==> config.mk <==
export PLATFORM = sky130hd
export DESIGN_NAME = regfile_mp_flat
export DESIGN_NICKNAME = d
export VERILOG_FILES = /design/src/rtl/regfile_mp_pkg.sv /design/src/rtl/regfile_mp_if.sv /design/src/rtl/regfile_mp_scoreboard.sv /design/src/rtl/regfile_mp.sv /design/src/flat_wrapper.sv
export SDC_FILE = /design/constraint.sdc
export NUM_CORES = 2
export LEC_CHECK = 0
export BUFFER_PORTS_ARGS = -buffer_cell sky130_fd_sc_hd__clkbuf_2
export CAP_MARGIN = 20
export CORE_ASPECT_RATIO = 0.7
export CORE_MARGIN = 2
export CORE_UTILIZATION = 58
export DETAILED_ROUTE_END_ITERATION = 8
export PLACE_DENSITY = 0.75
export REMOVE_ABC_BUFFERS = 1
export SYNTH_ARGS = -nofsm -noshare
export SYNTH_HDL_FRONTEND = slang
export SYNTH_SLANG_ARGS = --single-unit
==> constraint.sdc <==
create_clock -name clk -period 2.9 [get_ports clk]
set_input_delay 0.58 -clock clk [delete_from_list [all_inputs] [get_ports clk]]
set_output_delay 0.58 -clock clk [all_outputs]
set_load 0.005 [all_outputs]
==> src/rtl/regfile_mp_pkg.sv <==
// -----------------------------------------------------------------------------
// regfile_pkg
// Shared definitions for the multi-port integer register file.
//   calc_aw   : address width for a given register count
//   NRD_MAX   : largest supported number of read ports
//   NWR_MAX   : largest supported number of write ports
//   reg_adr_t : register address type for the default 32-entry file
// -----------------------------------------------------------------------------
package regfile_pkg;

    localparam int NRD_MAX = 4;
    localparam int NWR_MAX = 2;

    // Address width needed to select one of 'depth' registers.
    function automatic int calc_aw(input int depth);
        return $clog2(depth);
    endfunction

    localparam int DEFAULT_AW = calc_aw(32);

    typedef logic [DEFAULT_AW-1:0] reg_adr_t;

endpackage

==> src/rtl/regfile_mp_if.sv <==
// -----------------------------------------------------------------------------
// regfile_mp_if
// Decode/writeback side bus of the register file.
//   REGWRITE   : per write port enable
//   ADR_WR_REG : per write port destination address
//   WR_DATA    : per write port data
//   ADR_REG    : per read port source address
//   REG_DATA   : per read port data (combinational)
//   REG_BUSY   : per read port pending-write flag
//   ISSUE      : mark ADR_ISSUE as having a pending producer
//   ADR_ISSUE  : destination register of the issuing instruction
//   FLUSH      : clear every pending-write flag
// master = pipeline side, slave = register file.
// -----------------------------------------------------------------------------
interface regfile_mp_if #(
    parameter int WIDTH = 32,
    parameter int DEPTH = 32,
    parameter int NRD   = 2,
    parameter int NWR   = 1
);
    import regfile_pkg::*;

    localparam int AW = calc_aw(DEPTH);

    logic [NWR-1:0]            REGWRITE;
    logic [NWR-1:0][AW-1:0]    ADR_WR_REG;
    logic [NWR-1:0][WIDTH-1:0] WR_DATA;
    logic [NRD-1:0][AW-1:0]    ADR_REG;
    logic [NRD-1:0][WIDTH-1:0] REG_DATA;
    logic [NRD-1:0]            REG_BUSY;
    logic                      ISSUE;
    logic [AW-1:0]             ADR_ISSUE;
    logic                      FLUSH;

    modport master (
        output REGWRITE, ADR_WR_REG, WR_DATA, ADR_REG, ISSUE, ADR_ISSUE, FLUSH,
        input  REG_DATA, REG_BUSY
    );

    modport slave (
        input  REGWRITE, ADR_WR_REG, WR_DATA, ADR_REG, ISSUE, ADR_ISSUE, FLUSH,
        output REG_DATA, REG_BUSY
    );

endinterface

==> src/rtl/regfile_mp_scoreboard.sv <==
// -----------------------------------------------------------------------------
// regfile_scoreboard
// One pending-write bit per register so decode can spot RAW hazards.
//   clk, rst     : clock, asynchronous active-low reset
//   regwrite_i   : per write port enable
//   adr_wr_i     : per write port address
//   issue_i      : set the busy bit of adr_issue_i
//   adr_issue_i  : destination of the issuing instruction
//   flush_i      : clear all busy bits
//   adr_rd_i     : per read port address
//   busy_o       : per read port busy flag
// -----------------------------------------------------------------------------
module regfile_scoreboard
    import regfile_pkg::*;
#(
    parameter  int DEPTH  = 32,
    parameter  int NWR    = 1,
    parameter  int NRD    = 2,
    parameter  int BYPASS = 1,
    localparam int AW     = calc_aw(DEPTH)
) (
    input  logic                   clk,
    input  logic                   rst,
    input  logic [NWR-1:0]         regwrite_i,
    input  logic [NWR-1:0][AW-1:0] adr_wr_i,
    input  logic                   issue_i,
    input  logic [AW-1:0]          adr_issue_i,
    input  logic                   flush_i,
    input  logic [NRD-1:0][AW-1:0] adr_rd_i,
    output logic [NRD-1:0]         busy_o
);

    logic [DEPTH-1:0] busy_q;
    logic [DEPTH-1:0] busy_d;
    logic [DEPTH-1:0] wrHit;

    // Which registers are written this cycle; x0 is never a real target.
    always_comb begin
        wrHit = '0;
        for (int p = 0; p < NWR; p++) begin
            if (regwrite_i[p]) begin
                wrHit[adr_wr_i[p]] = 1'b1;
            end
        end
        wrHit[0] = 1'b0;
    end

    // Per register: flush beats issue, issue beats writeback clear.
    // Issue winning over writeback means a newer producer keeps ownership.
    always_comb begin
        busy_d = busy_q;
        for (int i = 1; i < DEPTH; i++) begin
            if (flush_i) begin
                busy_d[i] = 1'b0;
            end else if (issue_i && (adr_issue_i == AW'(i))) begin
                busy_d[i] = 1'b1;
            end else if (wrHit[i]) begin
                busy_d[i] = 1'b0;
            end
        end
        busy_d[0] = 1'b0;
    end

    // Busy state; reset leaves every register free.
    always_ff @(posedge clk or negedge rst) begin
        if (!rst) begin
            busy_q <= '0;
        end else begin
            busy_q <= busy_d;
        end
    end

    // With bypass, a register whose busy bit is being cleared by a write
    // this cycle already reads free, matching the forwarded data.
    always_comb begin
        for (int r = 0; r < NRD; r++) begin
            busy_o[r] = busy_q[adr_rd_i[r]];
            if ((BYPASS != 0) && wrHit[adr_rd_i[r]] && !busy_d[adr_rd_i[r]]) begin
                busy_o[r] = 1'b0;
            end
        end
    end

endmodule

==> src/rtl/regfile_mp.sv <==
// -----------------------------------------------------------------------------
// regfile_mp
// Multi-port integer register file with write-to-read bypass and a
// pending-write scoreboard. x0 reads zero, is never written, never busy.
//   clk : clock, all state updates on the rising edge
//   rst : asynchronous active-low reset
//   bus : regfile_mp_if slave (write ports, read ports, issue/flush)
// -----------------------------------------------------------------------------
module regfile_mp
    import regfile_pkg::*;
#(
    parameter  int WIDTH  = 32,
    parameter  int DEPTH  = 32,
    parameter  int NRD    = 2,
    parameter  int NWR    = 1,
    parameter  int BYPASS = 1,
    localparam int AW     = calc_aw(DEPTH)
) (
    input  logic         clk,
    input  logic         rst,
    regfile_mp_if.slave  bus
);

    // Entry 0 has no storage; it is decoded to zero on the read path.
    logic [WIDTH-1:0] regs_q [1:DEPTH-1];
    logic [NRD-1:0][WIDTH-1:0] rdData;
    logic [NRD-1:0] rdBusy;

    // Storage update. Ports are visited in ascending order so the
    // higher-index port wins a same-address collision.
    always_ff @(posedge clk or negedge rst) begin
        if (!rst) begin
            for (int i = 1; i < DEPTH; i++) begin
                regs_q[i] <= '0;
            end
        end else begin
            for (int p = 0; p < NWR; p++) begin
                if (bus.REGWRITE[p] && (bus.ADR_WR_REG[p] != '0)) begin
                    regs_q[bus.ADR_WR_REG[p]] <= bus.WR_DATA[p];
                end
            end
        end
    end

    // Read muxes. Forwarding is suppressed during reset so the outputs
    // stay zero even while a write is still being presented.
    always_comb begin
        for (int r = 0; r < NRD; r++) begin
            rdData[r] = '0;
            if (bus.ADR_REG[r] != '0) begin
                rdData[r] = regs_q[bus.ADR_REG[r]];
                if ((BYPASS != 0) && rst) begin
                    for (int p = 0; p < NWR; p++) begin
                        if (bus.REGWRITE[p] && (bus.ADR_WR_REG[p] == bus.ADR_REG[r])) begin
                            rdData[r] = bus.WR_DATA[p];
                        end
                    end
                end
            end
        end
    end

    assign bus.REG_DATA = rdData;
    assign bus.REG_BUSY = rdBusy;

    regfile_scoreboard #(
        .DEPTH  (DEPTH),
        .NWR    (NWR),
        .NRD    (NRD),
        .BYPASS (BYPASS)
    ) uScoreboard (
        .clk         (clk),
        .rst         (rst),
        .regwrite_i  (bus.REGWRITE),
        .adr_wr_i    (bus.ADR_WR_REG),
        .issue_i     (bus.ISSUE),
        .adr_issue_i (bus.ADR_ISSUE),
        .flush_i     (bus.FLUSH),
        .adr_rd_i    (bus.ADR_REG),
        .busy_o      (rdBusy)
    );

endmodule

==> src/flat_wrapper.sv <==
// flat-port wrapper written by rule: the top's interface ports become plain ports
module regfile_mp_flat import regfile_pkg::*;
#(
    parameter  int WIDTH  = 32,
    parameter  int DEPTH  = 32,
    parameter  int NRD    = 2,
    parameter  int NWR    = 1,
    parameter  int BYPASS = 1,
    localparam int AW     = calc_aw(DEPTH)
)
  (clk, rst, bus_REGWRITE, bus_ADR_WR_REG, bus_WR_DATA, bus_ADR_REG, bus_ISSUE, bus_ADR_ISSUE, bus_FLUSH, bus_REG_DATA, bus_REG_BUSY);
  regfile_mp_if #(.WIDTH(WIDTH), .DEPTH(DEPTH), .NRD(NRD), .NWR(NWR)) bus_i ();
  input  logic clk;
  input  logic rst;
  input wire logic [$bits(bus_i.REGWRITE)-1:0] bus_REGWRITE;
  input wire logic [$bits(bus_i.ADR_WR_REG)-1:0] bus_ADR_WR_REG;
  input wire logic [$bits(bus_i.WR_DATA)-1:0] bus_WR_DATA;
  input wire logic [$bits(bus_i.ADR_REG)-1:0] bus_ADR_REG;
  input wire logic [$bits(bus_i.ISSUE)-1:0] bus_ISSUE;
  input wire logic [$bits(bus_i.ADR_ISSUE)-1:0] bus_ADR_ISSUE;
  input wire logic [$bits(bus_i.FLUSH)-1:0] bus_FLUSH;
  output wire logic [$bits(bus_i.REG_DATA)-1:0] bus_REG_DATA;
  output wire logic [$bits(bus_i.REG_BUSY)-1:0] bus_REG_BUSY;
  assign bus_i.REGWRITE = bus_REGWRITE;
  assign bus_i.ADR_WR_REG = bus_ADR_WR_REG;
  assign bus_i.WR_DATA = bus_WR_DATA;
  assign bus_i.ADR_REG = bus_ADR_REG;
  assign bus_i.ISSUE = bus_ISSUE;
  assign bus_i.ADR_ISSUE = bus_ADR_ISSUE;
  assign bus_i.FLUSH = bus_FLUSH;
  assign bus_REG_DATA = bus_i.REG_DATA;
  assign bus_REG_BUSY = bus_i.REG_BUSY;
  regfile_mp #(.WIDTH(WIDTH), .DEPTH(DEPTH), .NRD(NRD), .NWR(NWR), .BYPASS(BYPASS)) u_core (.clk(clk), .rst(rst), .bus(bus_i));
endmodule
[Word-level counts from Yosys, hierarchy flattened]
Index checks and enable logic that the tools add are counted.
Storage, ports and cells
  register bits: 1023
  input bits: 57
  output and inout bits: 66
  logic and storage cells: 244
Cells by class
  $lt $le $gt $ge: 8
  equal/unequal tests: 33
  muxes and demuxes: 125
  bitwise gates (word level): 3
  reduce and logical (&&, ||, !) cells: 43
Operators by type and width (number)
  $bwmux 992: 1
  $mux 32: 12
  $bmux 32 s5: 2
  $demux 32 s5: 1
  $mux 1: 102
  $eq 5x5->1 const B: 16
  $eq 5x4->1 const B: 8
  $logic_and 1x1->1: 38
  $bmux 1 s5: 6
  $eq 5x3->1 const B: 4
  $ge 6x6->1 const B: 3
  $lt 5x6->1 const B: 3
  $not 5->6: 3
  $reduce_bool 5->1: 3
  $eq 5x2->1 const B: 2
  $eq 5x5->1: 2
  $lt 6x1->1 const B: 1
  $demux 1 s5: 1
  $eq 5x1->1 const B: 1
  $ge 5x1->1 const B: 1
  $logic_not 1->1: 2

[Depth between registers and ports, before layout]
  depth in word-level cells: 13
  gate-level depth with buffers: 12

[By module]
A second synthesis with hierarchy kept.
Unflattened totals
  cells, all modules: 4015
  area, all modules: 56578.0 µm²
By module, submodules not included
  regfile_mp: times used 1, cells an instance 3632, area each 53306.1 µm², seq. area each 24823.8 µm²
  regfile_scoreboard: times used 1, cells an instance 383, area each 3271.9 µm², seq. area each 775.7 µm²

[Least setup slack after synthesis]
OpenSTA, ideal clock, no wires.
  kind: input port to output port
  start: in bus_ADR_REG[6]
  end: out bus_REG_DATA[33]
  data arrival time: 2380 ps
  data required time: 2320 ps
  slack: -60 ps
  stages: 7
  path buffers: 3
  cells stage by stage: buf_2 buf_2 buf_1 mux4_2 mux4_2 a211oi_1 nor3_1
On the way
  word-level cells in the longest chain between the ends: 7
  elaborated cells on any way between the ends: 10
  classes of those cells: 1 x eq/ne; 6 x mux; 1 x bitwise; 2 x reduce/logical
Ends and longest elaborated chain
  start, declared: RTL line flat_wrapper.sv:18  | input wire logic [$bits(bus_i.ADR_REG)-1:0] bus_ADR_REG;
  $not 5->6 (not written as such): RTL line regfile_mp.sv:51  | rdData[r] = regs_q[bus.ADR_REG[r]];
  $bmux 32 s5: RTL line regfile_mp.sv:51
  $mux 32 (not written as such) (2 in series): RTL line regfile_mp.sv:51
  $mux 32: RTL line regfile_mp.sv:54  | if (bus.REGWRITE[p] && (bus.ADR_WR_REG[p] == bus.ADR_REG[r])) begin
  $mux 32: RTL line regfile_mp.sv:52  | if ((BYPASS != 0) && rst) begin
  $mux 32 *: RTL line regfile_mp.sv:50  | if (bus.ADR_REG[r] != '0) begin
  end, declared: RTL line flat_wrapper.sv:22  | output wire logic [$bits(bus_i.REG_DATA)-1:0] bus_REG_DATA;
Mark *: on every way between the ends. The rest lies on a longest branch, timed or not. The select of a mux whose other input is x is not followed.

[Worst setup path after layout]
  start: reg u_core.regs_q[669] (netlist name)
  end: out bus_REG_DATA[61]
On the way
  word-level cells in the longest chain between the ends: 6
Ends and longest elaborated chain
  start, declared: RTL line regfile_mp.sv:25  | logic [WIDTH-1:0] regs_q [1:DEPTH-1];
  start signal, assigned by index: RTL line regfile_mp.sv:39  | regs_q[bus.ADR_WR_REG[p]] <= bus.WR_DATA[p];
  $bmux 32 s5 *: RTL line regfile_mp.sv:51
  $mux 32 (not written as such) * (2 in series): RTL line regfile_mp.sv:51
  $mux 32: RTL line regfile_mp.sv:54
  $mux 32 *: RTL line regfile_mp.sv:52
  $mux 32 *: RTL line regfile_mp.sv:50
Marked as above.

==> results summary <==
The endpoint identified for the worst register-to-register timing path is u_core.uScoreboard.busy_q[7]. In this run the critical register-to-register path is launched from u_core.uScoreboard.busy_q[7]. The netlist area before placement is 56,600 um2. Synthesis instantiated 66 different standard cells from the library.

At the end of routability-driven placement, the weighted congestion stood at 0.990. The number of global-route vias before repair is 39,700. The final hold violation count is 0. CTS saw 1,023 sinks. VDD sags by at most 428 uV. The first global-routing pass estimated 272,000 um of wire. The number of nets in the finished design is 4,275. In this run the power density over the cells is 635 nW/um2.

Using the TritonRoute via totals, the vias-per-cell ratio works out to 7.09. The layout overhead on the synthesized area is 21.4%. Data arrives at the worst endpoint at 2.81 ns.

The worst setup path is captured at an output pin. For this design the total switching power over the nets is 12.0 mW. The number of antenna violations at the first check in global routing came out at 4. The yosys synthesis warning count came out at 0. The prevailing post-synth register cell is dfrtp_1. The maximum number of pins on one net before global-route repair is 159. The register area share after synthesis is 45.2%. The synthesized design contains 1,023 register bits.

The share of the clock period used by the worst path after layout came out at 117%. For this run the aggregate overflow at the end of global routing stands at 0. The maximum count of clock buffers along a single path came out at 3. The cell leakage power is 29.8 nW. The final worst-path setup slack came out at -0.491 ns. The count of filler cells inserted in the layout is 6,116.

After global routing, the most crowded layer is met1. The initial core utilization is 58.7%. The total routing resource utilization after global routing is 37.2%. The tightest min-delay check is of the input port to asynchronous set/reset pin type. The number of cell rows came out at 95. 123 I/O pins were placed.

The count of unresolved DRC violations after routing came out at 0. Clock-pin slew was measured on the worst setup and hold paths at 0.07 ns. The final reports fail on negative setup slack.

The data required time of the critical path is 2.32 ns. The clock insertion delay at the later pin of the skew report came out at 0.70 ns. The wire length per cell came out at 32.8 um. The tree is rooted in a clkbuf_16. The number of max-cap violations came out at 0.

TritonCTS built the clock tree. The power consumption is 43.7 mW. The count of H-tree levels built during CTS is 3.

The number of enable-type register cells in the synthesized netlist is 0. For the finished layout, the period the worst path requires is 3.39 ns. The floorplan step set the die width to 377 um. The transition time at the pin with the least slew margin came out at 1.07 ns. The final setup violation count is 66. The total core area came out at 96,400 um2. The worst pin sits at a relative slew slack of 28.8%. The number of optimization iterations in the first detailed-route pass is 5. The setup slack on the worst flop-to-flop path came out at 1.72 ns. The switching fraction of total power is 27.4%. Cells with a size suffix above 1 make up 63.6% of the layout. By startpoint and endpoint, the worst setup path is classified as register to output pin. The half-perimeter wire length of the detailed placement result came out at 110,000 um. The max-slew violation count is 0. For this block, the initial DRC count from the detailed router was 4,669. The flow ran to the end, but the final reports show violations. The proportion of synthesized flip-flops having asynchronous set or reset is 100%.

Cells fill 71.3% of the core in the end. In this run the worst setup path begins at u_core.regs_q[669]. The kind of start point of the critical path is a register. The routed design has 184,000 um of wire. The library cells used most frequently in the layout, excluding fill and tap cells, are mux2_2, dfrtp_1, mux4_2. The library cell used most frequently in the layout, excluding fill and tap cells, is mux2_2. The number of hold buffers added after CTS is 0.

The met1 layer usage reported by global route came out at 56.0%. Global routing consumed, on the met2 layer, 53.3% of the routing resources. The number of cells on the worst reg-to-reg path is 4. The mean instance size in the synthesized netlist came out at 14.9 um2.

The cell-internal power is 31.7 mW. The peak fanout along the critical path came out at 3. The post-detailed-route count of antenna-violating nets is 0. The final clock skew came out at 0 ns.

The floorplan step set the die height to 265 um. The floorplan step defined a die boundary enclosing 100,000 um2. The detailed router placed 39,800 vias in this run. The part of the total power dissipated in the clock network came out at 32.5%. Setup repair after global routing could not meet its margin everywhere. The logic gate share of total power came out at 23.7%. The met3 track demand over resource came out at 9.79%. The share of total power dissipated in sequential elements is 43.7%. The number of instances in the synthesized netlist is 3,791. The number of clock buffers inserted by TritonCTS is 100.

The upper clock frequency limit is 0.295 GHz. In this run the tool buffered the top-level ports with 122 buffer cells.
[stage by stage]
stage / TNS, ns / std cells / cell area (um2) / setup WS [ns] / hold WS, ns
after detailed placement: -30.31 / 5293 / 62400 / -0.786 / 0.510
after CTS: -20.49 / 5569 / 68100 / -0.501 / 0.0808
after floorplan: -104.39 / 3376 / 54800 / -1.94 / 0.284
after global routing: -23.62 / 5613 / 68700 / -0.550 / 0.0993
after global placement: -30.06 / 5293 / 62400 / -0.733 / 0.499
final: -19.41 / 5614 / 68700 / -0.491 / 0.106
[cells by family (layout without fill, tap and decap cells)]
kind of cell / Yosys count / after routing / share of synthesized area, %
AOI/OAI and AO/OA: 256 / 256 / 3.19
buffers and inverters: 422 / 932 / 3.31
muxes: 1680 / 1680 / 44.8
xor gates and xnor gates: 12 / 12 / 0.186
other: 0 / 4 / 0
DFF: 1023 / 1023 / 45.2
and+or+nand+nor: 398 / 398 / 3.26
[worst max path at each step]
stage / to / slack (ns) / depth (start not counted)
floorplan: bus_REG_DATA[32] / -1.94 / 6
global route: bus_REG_DATA[61] / -0.55 / 8
CTS: bus_REG_DATA[61] / -0.50 / 8
detailed placement: bus_REG_DATA[37] / -0.79 / 10
global placement: bus_REG_DATA[37] / -0.73 / 10
finish: bus_REG_DATA[61] / -0.49 / 8
[cell type report]
cell class | instances | area, um2 | share of cell area, %
diodes | 4 | 10.0 | 0.0146
inverters | 7 | 31.3 | 0.0455
well taps | 1309 | 1640 | 2.38
flip-flops and latches | 1023 | 25600 | 37.2
multi-input cells | 2346 | 30300 | 44.0
clock buffers | 142 | 2930 | 4.27
repair buffers | 740 | 7650 | 11.1
clock inverters | 43 | 624 | 0.908
[what timing repair did]
item	CTS	global route
setup buffers	76	52
gates cloned	21	0
resized for setup	224	90
endpoints found under the setup margin	66	66
pin swaps	40	51
[cell usage after synthesis (5+ instances only)]
cell / instances / area share, %
mux2_2: 1042 / 21
dfrtp_1: 1023 / 45
mux4_2: 581 / 23
clkbuf_1: 253 / 1.7
nor2_1: 204 / 1.4
buf_2: 90 / 0.80
a21oi_1: 71 / 0.63
nand2_1: 62 / 0.41
mux2i_1: 57 / 1.0
nor3_1: 53 / 0.47
buf_1: 43 / 0.29
a22o_1: 34 / 0.53
o21ai_0: 29 / 0.26
a2111oi_0: 22 / 0.34
o2bb2ai_1: 20 / 0.31
a221oi_1: 19 / 0.29
buf_6: 19 / 0.38
a211oi_1: 15 / 0.20
nor2b_1: 15 / 0.17
nand3_1: 12 / 0.11
buf_4: 10 / 0.13
xor2_1: 8 / 0.12
a22oi_1: 7 / 0.093
nand2b_1: 6 / 0.066
o211ai_1: 6 / 0.080
a31oi_1: 5 / 0.055
and2_1: 5 / 0.055
[critical path, stage by stage (launching register included)]
cell	delay (ns)
dfrtp_1	0.40
mux4_2	0.50
mux4_2	0.53
mux2i_1	0.18
buf_4	0.17
nor2_2	0.04
a21oi_2	0.09
nor2_1	0.06
buf_2	0.12
[flip-flops by register name, summed over array words and instances (netlist names)]
signal and flops:
u_core.uScoreboard.busy_q 31, u_core.regs_q 992
[power by group through the flow]
| stage | Clock (mW) | Sequential [mW] | Combinational [mW] |
|---|---|---|---|
| detailed placement | 0 | 19.2 | 9.46 |
| floorplan | 0 | 18.4 | 6.39 |
| CTS | 14.3 | 18.9 | 10.0 |
| finish | 14.2 | 19.1 | 10.4 |
| global placement | 0 | 19.0 | 9.20 |
| global route | 14.9 | 19.4 | 10.9 |
[routing by layer]
| metal | up-vias | wire length (um) |
|---|---|---|
| met5 | - | 95 |
| met4 | 2 | 6330 |
| met3 | 398 | 21000 |
| met2 | 2404 | 81500 |
| met1 | 21400 | 75200 |
| li1 | 15600 | - |
Note: power is estimated with default switching activity, not from simulation.
